`config.mk`:
```
export PLATFORM = sky130hd
export DESIGN_NAME = i2c_regfile_flat
export DESIGN_NICKNAME = d
export VERILOG_FILES = /design/src/rtl/i2c_regfile_pkg.sv /design/src/rtl/i2c_regfile_if.sv /design/src/rtl/i2c_regfile_idx_ctr.sv /design/src/rtl/i2c_regfile.sv /design/src/flat_wrapper.sv
export SDC_FILE = /design/constraint.sdc
export NUM_CORES = 1
export LEC_CHECK = 0
export BUFFER_PORTS_ARGS = -buffer_cell sky130_fd_sc_hd__buf_2
export CAP_MARGIN = 10
export CORE_ASPECT_RATIO = 0.5
export CORE_MARGIN = 10
export CORE_UTILIZATION = 37
export DETAILED_ROUTE_END_ITERATION = 6
export PLACE_DENSITY = 0.61
export SYNTH_ARGS = -nofsm -noshare
export SYNTH_HDL_FRONTEND = slang
export SYNTH_SLANG_ARGS = --single-unit
```
`constraint.sdc`:
```
create_clock -name clk -period 2 [get_ports clk]
set_input_delay 0.1 -clock clk [delete_from_list [all_inputs] [get_ports clk]]
set_output_delay 0.1 -clock clk [all_outputs]
set_load 0.02 [all_outputs]
```
`src/rtl/i2c_regfile_pkg.sv`:
```
// Shared types and constants for the I2C register file.
// Latency: none (declarations only).
// Backpressure: none.
package i2c_pkg;

  // Transfer phase of the I2C side of the register file.
  typedef enum logic [1:0] {
    ST_IDLE   = 2'd0,
    ST_PTR_HI = 2'd1,
    ST_PTR_LO = 2'd2,
    ST_DATA   = 2'd3
  } state_t;

  // Supported I2C register-pointer lengths in bytes.
  localparam int unsigned PTR_LEN_1 = 1;
  localparam int unsigned PTR_LEN_2 = 2;

endpackage

```
`src/rtl/i2c_regfile_if.sv`:
```
// Strobe interface between the i2c_slave byte engine and the register file.
// Latency: none (wires only); strobes are single-cycle pulses.
// Backpressure: none; the register file must accept every strobe.
interface i2c_regfile_if;
  logic       as_in;    // address match
  logic       rs_in;    // read byte done
  logic       ws_in;    // write byte received
  logic [7:0] wdat_in;  // byte from master, valid with ws_in
  logic [7:0] rdat_out; // byte to master

  modport master (output as_in, rs_in, ws_in, wdat_in, input rdat_out);
  modport slave  (input as_in, rs_in, ws_in, wdat_in, output rdat_out);
endinterface

```
`src/rtl/i2c_regfile_idx_ctr.sv`:
```
// I2C register index: pointer load plus AUTO_INC/WRAP advance.
// Latency: new index visible one cycle after load_i/adv_i.
// Backpressure: none; load_i takes priority over adv_i.
module i2c_idx_ctr #(
  parameter int unsigned LD_NBYTES = 3,
  parameter int unsigned AUTO_INC  = 1,
  parameter int unsigned WRAP      = 1
) (
  input  logic                 clk,
  input  logic                 rst,
  input  logic                 load_i,
  input  logic [LD_NBYTES-1:0] load_val_i,
  input  logic                 adv_i,
  output logic [LD_NBYTES-1:0] idx_o
);

  logic [LD_NBYTES-1:0] idx_q;
  logic [LD_NBYTES-1:0] idx_d;

  // Next index: pointer load, else optional increment that wraps or saturates.
  always_comb begin
    idx_d = idx_q;
    if (load_i) begin
      idx_d = load_val_i;
    end else if (adv_i && (AUTO_INC != 0)) begin
      if ((WRAP != 0) || !(&idx_q)) begin
        idx_d = idx_q + LD_NBYTES'(1);
      end
    end
  end

  // Index register.
  always_ff @(posedge clk) begin
    if (rst) idx_q <= '0;
    else     idx_q <= idx_d;
  end

  assign idx_o = idx_q;

endmodule

```
`src/rtl/i2c_regfile.sv`:
```
// Register file between i2c_slave strobes and fabric; optional write protect via I2C_REGFILE_WPROT_EN.
// Latency: rdat_out combinational; h_rdata, wr_stb/wr_addr one cycle after the access.
// Backpressure: none; I2C data write beats a same-address fabric write, which is dropped.
module i2c_regfile
  import i2c_pkg::*;
#(
  parameter int unsigned LD_NBYTES = 3,
  parameter int unsigned PTR_BYTES = 1,
  parameter int unsigned AUTO_INC  = 1,
  parameter int unsigned WRAP      = 1
) (
  input  logic                 clk,
  input  logic                 rst,
  i2c_regfile_if.slave         bus,
  input  logic                 h_we,
  input  logic [LD_NBYTES-1:0] h_addr,
  input  logic [7:0]           h_wdata,
  output logic [7:0]           h_rdata,
  output logic                 wr_stb,
  output logic [LD_NBYTES-1:0] wr_addr,
`ifdef I2C_REGFILE_WPROT_EN
  input  logic                 wprot,
  output logic                 wprot_err,
`endif
  output logic [LD_NBYTES-1:0] idx_out
);

  localparam int unsigned NREG = 1 << LD_NBYTES;

  logic [7:0]           mem_q [NREG];
  state_t               state_q;
  logic [7:0]           h_rdata_q;
  logic                 wr_stb_q;
  logic [LD_NBYTES-1:0] wr_addr_q;
  logic [LD_NBYTES-1:0] idx;
  logic                 data_ws;
  logic                 wr_ok;
  logic                 blocked;
  logic                 ptr_load;
  logic                 idx_adv;
  logic                 fab_ok;

  // Decode strobes: as_in masks everything, ws_in beats rs_in.
  always_comb begin
    data_ws  = bus.ws_in && !bus.as_in && ((state_q == ST_IDLE) || (state_q == ST_DATA));
    ptr_load = bus.ws_in && !bus.as_in && (state_q == ST_PTR_LO);
    idx_adv  = !bus.as_in && (data_ws || (bus.rs_in && !bus.ws_in));
`ifdef I2C_REGFILE_WPROT_EN
    wr_ok    = data_ws && !wprot;
    blocked  = data_ws && wprot;
`else
    wr_ok    = data_ws;
    blocked  = 1'b0;
`endif
    fab_ok   = h_we && !(wr_ok && (h_addr == idx));
  end

  i2c_idx_ctr #(
    .LD_NBYTES (LD_NBYTES),
    .AUTO_INC  (AUTO_INC),
    .WRAP      (WRAP)
  ) u_idx (
    .clk        (clk),
    .rst        (rst),
    .load_i     (ptr_load),
    .load_val_i (bus.wdat_in[LD_NBYTES-1:0]),
    .adv_i      (idx_adv),
    .idx_o      (idx)
  );

  // Transfer FSM, memory writes and registered fabric/notify outputs.
  always_ff @(posedge clk) begin
    if (rst) begin
      state_q   <= ST_IDLE;
      h_rdata_q <= '0;
      wr_stb_q  <= 1'b0;
      wr_addr_q <= '0;
      for (int i = 0; i < NREG; i++) mem_q[i] <= '0;
    end else begin
      h_rdata_q <= mem_q[h_addr];
      wr_stb_q  <= wr_ok;
      if (wr_ok)  wr_addr_q     <= idx;
      if (fab_ok) mem_q[h_addr] <= h_wdata;
      if (wr_ok)  mem_q[idx]    <= bus.wdat_in;
      if (bus.as_in) begin
        state_q <= (PTR_BYTES == PTR_LEN_2) ? ST_PTR_HI : ST_PTR_LO;
      end else if (bus.ws_in) begin
        case (state_q)
          ST_PTR_HI: state_q <= ST_PTR_LO;
          ST_PTR_LO: state_q <= ST_DATA;
          default:   state_q <= state_q;
        endcase
      end else if (bus.rs_in) begin
        state_q <= ST_DATA;
      end
    end
  end

`ifdef I2C_REGFILE_WPROT_EN
  logic wprot_err_q;

  // One pulse per I2C data write refused by write protect.
  always_ff @(posedge clk) begin
    if (rst) wprot_err_q <= 1'b0;
    else     wprot_err_q <= blocked;
  end

  assign wprot_err = wprot_err_q;
`else
  logic unused_blocked;
  assign unused_blocked = blocked;
`endif

  assign bus.rdat_out = mem_q[idx];
  assign h_rdata      = h_rdata_q;
  assign wr_stb       = wr_stb_q;
  assign wr_addr      = wr_addr_q;
  assign idx_out      = idx;

endmodule

```
`src/flat_wrapper.sv`:
```
// flat-port wrapper written by rule: the top's interface ports become plain ports
module i2c_regfile_flat import i2c_pkg::*;
#(
  parameter int unsigned LD_NBYTES = 3,
  parameter int unsigned PTR_BYTES = 1,
  parameter int unsigned AUTO_INC  = 1,
  parameter int unsigned WRAP      = 1
)
  (clk, rst, h_we, h_addr, h_wdata, h_rdata, wr_stb, wr_addr, idx_out, bus_as_in, bus_rs_in, bus_ws_in, bus_wdat_in, bus_rdat_out);
  i2c_regfile_if bus_i ();
  input  logic clk;
  input  logic rst;
  input  logic h_we;
  input  logic [LD_NBYTES-1:0] h_addr;
  input  logic [7:0] h_wdata;
  output logic [7:0] h_rdata;
  output logic wr_stb;
  output logic [LD_NBYTES-1:0] wr_addr;
  output logic [LD_NBYTES-1:0] idx_out;
  input wire logic [$bits(bus_i.as_in)-1:0] bus_as_in;
  input wire logic [$bits(bus_i.rs_in)-1:0] bus_rs_in;
  input wire logic [$bits(bus_i.ws_in)-1:0] bus_ws_in;
  input wire logic [$bits(bus_i.wdat_in)-1:0] bus_wdat_in;
  output wire logic [$bits(bus_i.rdat_out)-1:0] bus_rdat_out;
  assign bus_i.as_in = bus_as_in;
  assign bus_i.rs_in = bus_rs_in;
  assign bus_i.ws_in = bus_ws_in;
  assign bus_i.wdat_in = bus_wdat_in;
  assign bus_rdat_out = bus_i.rdat_out;
  i2c_regfile #(.LD_NBYTES(LD_NBYTES), .PTR_BYTES(PTR_BYTES), .AUTO_INC(AUTO_INC), .WRAP(WRAP)) u_core (.clk(clk), .rst(rst), .bus(bus_i), .h_we(h_we), .h_addr(h_addr), .h_wdata(h_wdata), .h_rdata(h_rdata), .wr_stb(wr_stb), .wr_addr(wr_addr), .idx_out(idx_out));
endmodule
```
[Word-level counts from Yosys, hierarchy flattened]
Memory sizes are Yosys's and may differ from the RTL's. A register that Yosys moved wholly into a read port is not among the register bits.
Index checks and enable logic that the tools add are counted.
Storage, ports and cells
  register bits: 9
  latch bits: 0
  RAM bits: 64
  ROM bits: 0
  output and inout port bits: 23
  logic and storage cells: 56
  memories kept: 1
Cells by class
  add/subtract/negate cells: 1
  $mul: 0
  divide/modulo/power cells: 0
  magnitude comparators: 0
  equal/unequal tests: 6
  shift operators: 0
  multiplexer cells: 22
  bitwise logic cells: 0
  reductions and logical operators: 21
Memories
  u_core.mem_q: depth 8, width 8, read ports 2, clocked after memory_dff 2, write ports 8, line i2c_regfile.sv:30  | logic [7:0] mem_q [NREG];
Operators by type and width (number)
  $mux W3: 6
  $mux W8: 2
  $reduce_or A8 Y1: 2
  $mux W1: 10
  $logic_and A1 B1 Y1: 7
  $mux W2: 3
  $eq A2 B2 Y1 const B: 2
  $ne A4 B2 Y1 const B: 1
  $pmux W2 S2: 1
  $reduce_and A2 Y1: 2
  $reduce_bool A2 Y1: 2
  $add A3 B1 Y3 const B: 1
  $eq A3 B3 Y1: 1
  $logic_not A1 Y1: 3
  $ne A3 B1 Y1 const B: 1
  $reduce_bool A3 Y1: 1
  $eq A2 B1 Y1 const B: 1
  $logic_not A2 Y1: 1
  $logic_or A1 B1 Y1: 2
  $reduce_or A2 Y1: 1

[Depth between registers and ports, before layout]
Gate-level depths: netlist of the first run.
  depth after elaboration: 11
  depth in mapped cells: 7
  gate-level depth less buffers: 6

[Cells and area by module]
From an unflattened synthesis of the first run, not the netlist that was laid out.
Unflattened totals
  cells, all modules: 405
  area, all modules: 4799.6 µm²
Modules (own cells, without submodules)
  i2c_regfile: instances 1, cells an instance 390, area each 4640.7 µm², sequential area each 2202.1 µm²
  i2c_idx_ctr: instances 1, cells an instance 15, area each 158.9 µm², sequential area each 60.1 µm²

[Worst setup path after synthesis of the first run]
OpenSTA, ideal clock, no wires.
  kind: register to register
  start point: register u_core.state_q[0]
  end point: memory u_core.mem_q[6][0] (enable)
  arrival: 1.858 ns
  setup slack: -0.194 ns
  stages on the path, launching flop included: 8
  clock period less this slack: 2.194 ns
  cells stage by stage: dfxtp_1 > inv_1 > ha_1 > nor4bb_4 > nand2b_1 > clkbuf_1 > nor2_2 > a311o_1
RTL lines
  start: declaration: line i2c_regfile.sv:31  | state_t state_q;
  start signal: assignment: line i2c_regfile.sv:86  | state_q <= (PTR_BYTES == PTR_LEN_2) ? ST_PTR_HI : ST_PTR_LO;
  start signal: assignment: line i2c_regfile.sv:91  | default: state_q <= state_q;
  end: declaration: line i2c_regfile.sv:30

==> flow_metrics.env, run 1 <==
export IMPL_design_area_um2=5754
export IMPL_grt_usage=0.1559
export IMPL_grt_pass1_vias=3827
export IMPL_cts_htree_levels=3
export IMPL_hold_violations=0
export IMPL_cpMaxStageDelayCell="dfxtp_2"
export IMPL_cp_cell_sequence="inv_2 > ha_4 > nand3b_4 > nor4_4 > buf_4 > nor4bb_2 > buf_4 > a22o_1"
export IMPL_cp_common_cell="buf_4"
export IMPL_nNetsFinal=467
export IMPL_port_buffers=47
export IMPL_fmax_mhz=502.8
export IMPL_rows=29
export IMPL_synth_area_leaders="edfxtp_1 (40%), dfxtp_1 (8.4%), mux4_2 (7.6%)"
export IMPL_drive_gt1_frac=0.3928
export IMPL_final_period_utilization=0.9945
export IMPL_cp_arrival_ns=2.09
export IMPL_pwr_density_cell_nw_per_um2=769.8
export IMPL_avgSynthCellArea_um2=12.44
export IMPL_start_kind="flip-flop"
export IMPL_numCtsBuffers=9
export IMPL_end_kind="flip-flop"
export IMPL_critical_path_max_fanout=8
export IMPL_core_area_um2=12630
export IMPL_drt_iter0_markers=386
export IMPL_post_dp_hpwl_um=10540
export IMPL_hp_class="in2reg"
export IMPL_cts_tree="yes"
export IMPL_outcome="finished clean"
export IMPL_dpl_cell_area_um2=5354
export IMPL_cts_root_buf="clkbuf_16"
export IMPL_synth_nets=410
export IMPL_fp_dieH_um=100.1
export IMPL_yosys_warnings=0
export IMPL_timing_hold_ws_ns=0.01740
export IMPL_grt_start_max_net_pins=32
export IMPL_vias=3692
export IMPL_path_clk_slew_ns=0.06
export IMPL_start_util=0.3764
export IMPL_drc_errors=0
export IMPL_viasPerCell=6.023
export IMPL_min_period_ns=1.989
export IMPL_worst_pin_slew_ns=0.7060
export IMPL_grt_pass1_wl_um=22090
export IMPL_area_growth_synth_to_final_pct=21.06
export IMPL_ir_drop_uv=372.6
export IMPL_antenna_cells=0
export IMPL_drt_total_wl_um=14320
export IMPL_synth_cell_type_count=48
export IMPL_max_clock_path_buffers=2
export IMPL_setup_viol=0
export IMPL_die_area_um2=18060
export IMPL_required_ns=2.10
export IMPL_nFillCells=1192
export IMPL_antenna_found_initial=0
export IMPL_synth_edf_count=64
export IMPL_synth_top_area_cell="edfxtp_1"
export IMPL_synth_top_area_share=0.4043
export IMPL_cts_sinks=84
export IMPL_grt_overflow_total=0
export IMPL_die_w_um=180.3
export IMPL_slew_viol_final=0
export IMPL_syn_inst=382
export IMPL_synth_flop_cell="edfxtp_1"
export IMPL_drv_cap=0
export IMPL_ys_ff_latch=84
export IMPL_fin_skew_ns=0.005236
export IMPL_async_flop_share=0
export IMPL_crit_type="reg2reg"
export IMPL_clock_latency_ns=0.35
export IMPL_maxSlewHeadroom=0.5276
export IMPL_slowest_delay_ns=0.33
export IMPL_place_gp_congestion=0.8565
export IMPL_syn_cell_area_um2=4753
export IMPL_drt_first_pass_iters=5
export IMPL_leakagePower_nw=2.157
export IMPL_wire_per_inst_um=23.36
export IMPL_ios=48
export IMPL_yosysSeqAreaShare=0.4885
export IMPL_rsz0062_at_grt="true"
export IMPL_ant_nets=0
[cells in the final DEF (no fill, tap or decap), types with 3 or more instances in the layout]
| master | count |
|---|---|
| a21oi_1 | 10 |
| nand2b_1 | 6 |
| nor2_1 | 20 |
| a22oi_1 | 10 |
| nor2_4 | 3 |
| inv_1 | 5 |
| nor2b_1 | 6 |
| mux4_2 | 16 |
| dfxtp_1 | 18 |
| buf_2 | 45 |
| a22o_1 | 41 |
| buf_4 | 39 |
| a32o_1 | 24 |
| nor2_2 | 5 |
| a221oi_1 | 6 |
| nand2_1 | 17 |
| clkbuf_16 | 9 |
| a311o_2 | 5 |
| or2_2 | 3 |
| mux2i_1 | 8 |
| nand3_1 | 4 |
| a31oi_1 | 4 |
| edfxtp_1 | 64 |
| o21ai_0 | 3 |
| mux2_2 | 17 |
| a21o_1 | 7 |
[metal layers]
metal  part of all wire  track usage  wire length [µm]
met1               0.44       0.1970              6258
met2               0.47       0.2550              6799
met3              0.067      0.03986               956
met4              0.021      0.05639               301
met5                  0            0                 0
[synthesized netlist by cell type, drive strengths merged, types with 3 or more instances]
cell and count:
a22oi 10, dfxtp 20, clkbuf 12, nor3 4, a22o 41, mux2i 8
nand2b 6, edfxtp 64, nor2b 6, or2 3, a21oi 12, a311o 5
a21o 7, nor4bb 3, mux2 19, a221oi 6, buf 30, a211o 3
nor2 28, nand3 4, o21ai 3, mux4 16, inv 6, ha 3
a31oi 5, a32o 24, nand2 18
[kinds of logic after synthesis]
kind of cell / share of synthesized area
adders and majority gates: 0.007898
buffers and inverters: 0.04764
AOI/OAI and AO/OA: 0.2158
and+or+nand+nor: 0.09898
xor gates and xnor gates: 0.003423
DFF: 0.4885
muxes: 0.1377
[timing repair]
action | 4_1_cts | 5_1_grt
gates cloned | 1 | 0
hold buffers | 0 | 0
buffers inserted | 0 | 2
pin swaps | 0 | 30
gates resized for setup | 3 | 17
endpoints found under the setup margin | 4 | 81
[worst paths after layout]
check / startpoint / cells past startpoint / to / slack, ns
hold reg to reg: u_core.wr_addr[1] / 2 / u_core.wr_addr[1] / 0.50
hold / removal: bus_as_in / 2 / u_core.state_q[0] / 0.02
setup / recovery: u_core.state_q[0] / 8 / u_core.mem_q[4][6] / 0.01
setup reg to reg: u_core.state_q[0] / 8 / u_core.mem_q[4][6] / 0.01
[state kept, by name, summed over array words and instances, names as in the netlist, named ones only]
name / cells
u_core.wr_addr: 3
u_core.h_rdata: 8
u_core.mem_q: 64
u_core.wr_stb: 1
u_core.state_q: 2
u_core.u_idx.idx_o: 3
[where the power goes]
| part | internal, mW | switching [mW] |
|---|---|---|
| registers | 1.98 | 0.0735 |
| clock network | 0.961 | 0.678 |
| logic | 0.324 | 0.413 |
| total | 3.26 | 1.16 |
[cell type report]
| type | instances | area, µm² | area share |
|---|---|---|---|
| clock buffer | 11 | 232.7 | 0.04044 |
| clock inverter | 4 | 51.30 | 0.008915 |
| timing repair buffer | 88 | 596.8 | 0.1037 |
| multi-input combinational | 250 | 2311 | 0.4016 |
| tap | 170 | 212.7 | 0.03696 |
| inverter | 6 | 22.52 | 0.003914 |
| sequential | 84 | 2327 | 0.4044 |
[metrics by stage]
| stage | power, mW | cells | worst slack [ns] | setup TNS [ns] | util |
|---|---|---|---|---|---|
| 2_1_floorplan | 2.520 | 382 | 0.008089 | 0 | - |
| 3_3_place_gp | 2.779 | 595 | 0.06246 | 0 | 0.4240 |
| 3_5_place_dp | 2.785 | 595 | 0.01354 | 0 | 0.4240 |
| 4_1_cts | 4.424 | 611 | 0.006890 | 0 | 0.4490 |
| 5_1_grt | 4.576 | 613 | -0.03884 | -0.9095 | 0.4557 |
| 6_report | 4.430 | 613 | 0.01103 | 0 | 0.4557 |
[worst max-delay path: cells and delay by family, from the launching register on]
family | cells | cell delay (ns)
buffers and inverters | 3 | 0.43
and+or+nand+nor | 3 | 0.48
DFF | 1 | 0.33
AOI/OAI and AO/OA | 1 | 0.21
adders and majority gates | 1 | 0.29
No activity file was read; power rests on OpenSTA's default activity.
==> run 2, diff against run 1 <==
CORE_UTILIZATION = 40   (was 37)
PLACE_DENSITY = 0.65   (was 0.61)
==> flow_metrics.env, run 2 (synthesis results as in run 1) <==
export IMPL_dp_slack_ns=0.01037
export IMPL_drv_cap=0
export IMPL_start_util=0.4062
export IMPL_postCtsSetupRepairBufs=0
export IMPL_cts_tree="yes"
export IMPL_drt_iter0_markers=342
export IMPL_cp_endpoint="u_core.mem_q[3][5]"
export IMPL_crit_type="reg2reg"
export IMPL_place_gp_congestion=0.8642
export IMPL_grt_usage=0.1656
export IMPL_drt_total_wl_um=14080
export IMPL_clock_latency_ns=0.35
export IMPL_viasPerCell=6.112
export IMPL_vias=3710
export IMPL_setup_viol=0
export IMPL_die_w_um=174.2
export IMPL_largest_reg_flops=64
export IMPL_setup_slack_ns=0.04128
export IMPL_path_clk_slew_ns=0.06
export IMPL_timing_hold_ws_ns=0.008729
export IMPL_leakagePower_nw=2.161
export IMPL_min_period_ns=1.959
export IMPL_hp_class="in2reg"
export IMPL_cts_htree_levels=3
export IMPL_port_buffers=47
export IMPL_post_dp_hpwl_um=10380
export IMPL_drc_errors=0
export IMPL_die_area_um2=16910
export IMPL_mostFrequentLayoutCell="edfxtp_1"
export IMPL_slew_viol_final=0
export IMPL_area_growth_synth_to_final_pct=21.24
export IMPL_grt_start_max_net_pins=22
export IMPL_final_period_utilization=0.9794
export IMPL_reg2regPathDepth=7
export IMPL_rows=28
export IMPL_regToRegSetupSlack_ns=0.04
export IMPL_rsz0062_at_grt="true"
export IMPL_crit_start="u_core.state_q[0]"
export IMPL_outcome="finished clean"
export IMPL_grt_pass1_vias=3642
export IMPL_cts_root_buf="clkbuf_16"
export IMPL_cts_sinks=84
export IMPL_antenna_cells=0
export IMPL_ant_nets=0
export IMPL_grt_overflow_total=0
export IMPL_end_kind="flip-flop"
export IMPL_grt_pass1_wl_um=21770
export IMPL_critical_path_max_fanout=11
export IMPL_maxSlewHeadroom=0.4312
export IMPL_nNetsFinal=465
export IMPL_required_ns=2.09
export IMPL_antenna_found_initial=0
export IMPL_wire_per_inst_um=23.20
export IMPL_pwr_density_cell_nw_per_um2=780.8
export IMPL_most_common_layout_cells="edfxtp_1 (64), a22o_1 (41), buf_2 (41)"
export IMPL_crit_reg2reg_launch="u_core.state_q[0]"
export IMPL_ir_drop_uv=365.6
export IMPL_fp_dieH_um=97.08
export IMPL_hold_buffers=0
export IMPL_fmax_mhz=510.5
export IMPL_ios=48
export IMPL_drt_first_pass_iters=5
export IMPL_worst_pin_slew_ns=0.8500
export IMPL_timing_rr_end="u_core.mem_q[3][5]"
export IMPL_top_register="u_core.mem_q"
export IMPL_core_area_um2=11700
export IMPL_cp_arrival_ns=2.05
export IMPL_numCtsBuffers=9
export IMPL_drive_gt1_frac=0.3846
export IMPL_hold_violations=0
export IMPL_start_kind="flip-flop"
export IMPL_fin_skew_ns=0.008465
export IMPL_max_clock_path_buffers=2
## run 2: cell count changes in the layout (fill, tap and decap cells not counted), moves of 2 or more
cell and delta:
inv_6 +2, mux2_2 -2, buf_4 -3, buf_6 +4, nor4bb_2 -2, nor4bb_1 +2, mux2_4 +2, buf_2 -4
## run 2: stage by stage
step	power [mW]	std cells	util	instance area, µm²	TNS (ns)
after CTS	4.497	607	0.4872	5700	0
after floorplan	2.520	382	-	4803	0
after global placement	2.777	590	0.4581	5360	0
final	4.500	607	0.4925	5763	0
after detailed placement	2.784	590	0.4581	5360	0
after global routing	4.669	607	0.4925	5763	-1.293
## run 2: repair_timing
action	CTS	global route
endpoints found under the setup margin	5	85
cloned	1	0
gates resized for setup	4	21
pin swaps	0	8
## run 2: worst min path at each step
stage               startpoint                 to  slack, ns  cells past startpoint
finish               bus_as_in  u_core.state_q[0]      0.009                      2
global route         bus_as_in  u_core.state_q[0]      0.006                      2
CTS                  bus_as_in  u_core.state_q[0]      0.009                      2
detailed placement   bus_as_in  u_core.state_q[0]       0.38                      2
global placement     bus_as_in  u_core.state_q[0]       0.37                      2
floorplan            bus_as_in  u_core.state_q[0]       0.18                      1
## run 2: worst max-delay path: stages, from the launching register on
cell	delay (ns)
dfxtp_2	0.33
inv_2	0.04
ha_4	0.28
nand3b_2	0.17
nor2_2	0.17
a31oi_4	0.10
buf_4	0.21
a211o_4	0.39
## run 2: area by class of cell
class	instances	area (µm²)
clock buffer	10	229.0
clock inverter	6	71.32
fill	1074	5938
inverter	6	22.52
multi-input combinational	250	2287
sequential	84	2327
tap	165	206.4
timing repair buffer	86	619.3
## run 2: per-layer routing
| metal | part of all wire | track usage | vias to the layer above |
|---|---|---|---|
| li1 | - | - | 1643 |
| met1 | 0.44 | 0.2186 | 1878 |
| met2 | 0.47 | 0.2602 | 165 |
| met3 | 0.067 | 0.04422 | 24 |
| met4 | 0.019 | 0.05029 | 0 |
| met5 | 0 | 0 | - |
## run 2: power breakdown
| part | total (mW) | internal [mW] | leakage, nW | switching (mW) |
|---|---|---|---|---|
| clock | 1.70 | 0.983 | 0.145 | 0.714 |
| sequential | 2.06 | 1.98 | 0.823 | 0.0781 |
| combinational | 0.744 | 0.338 | 1.19 | 0.407 |
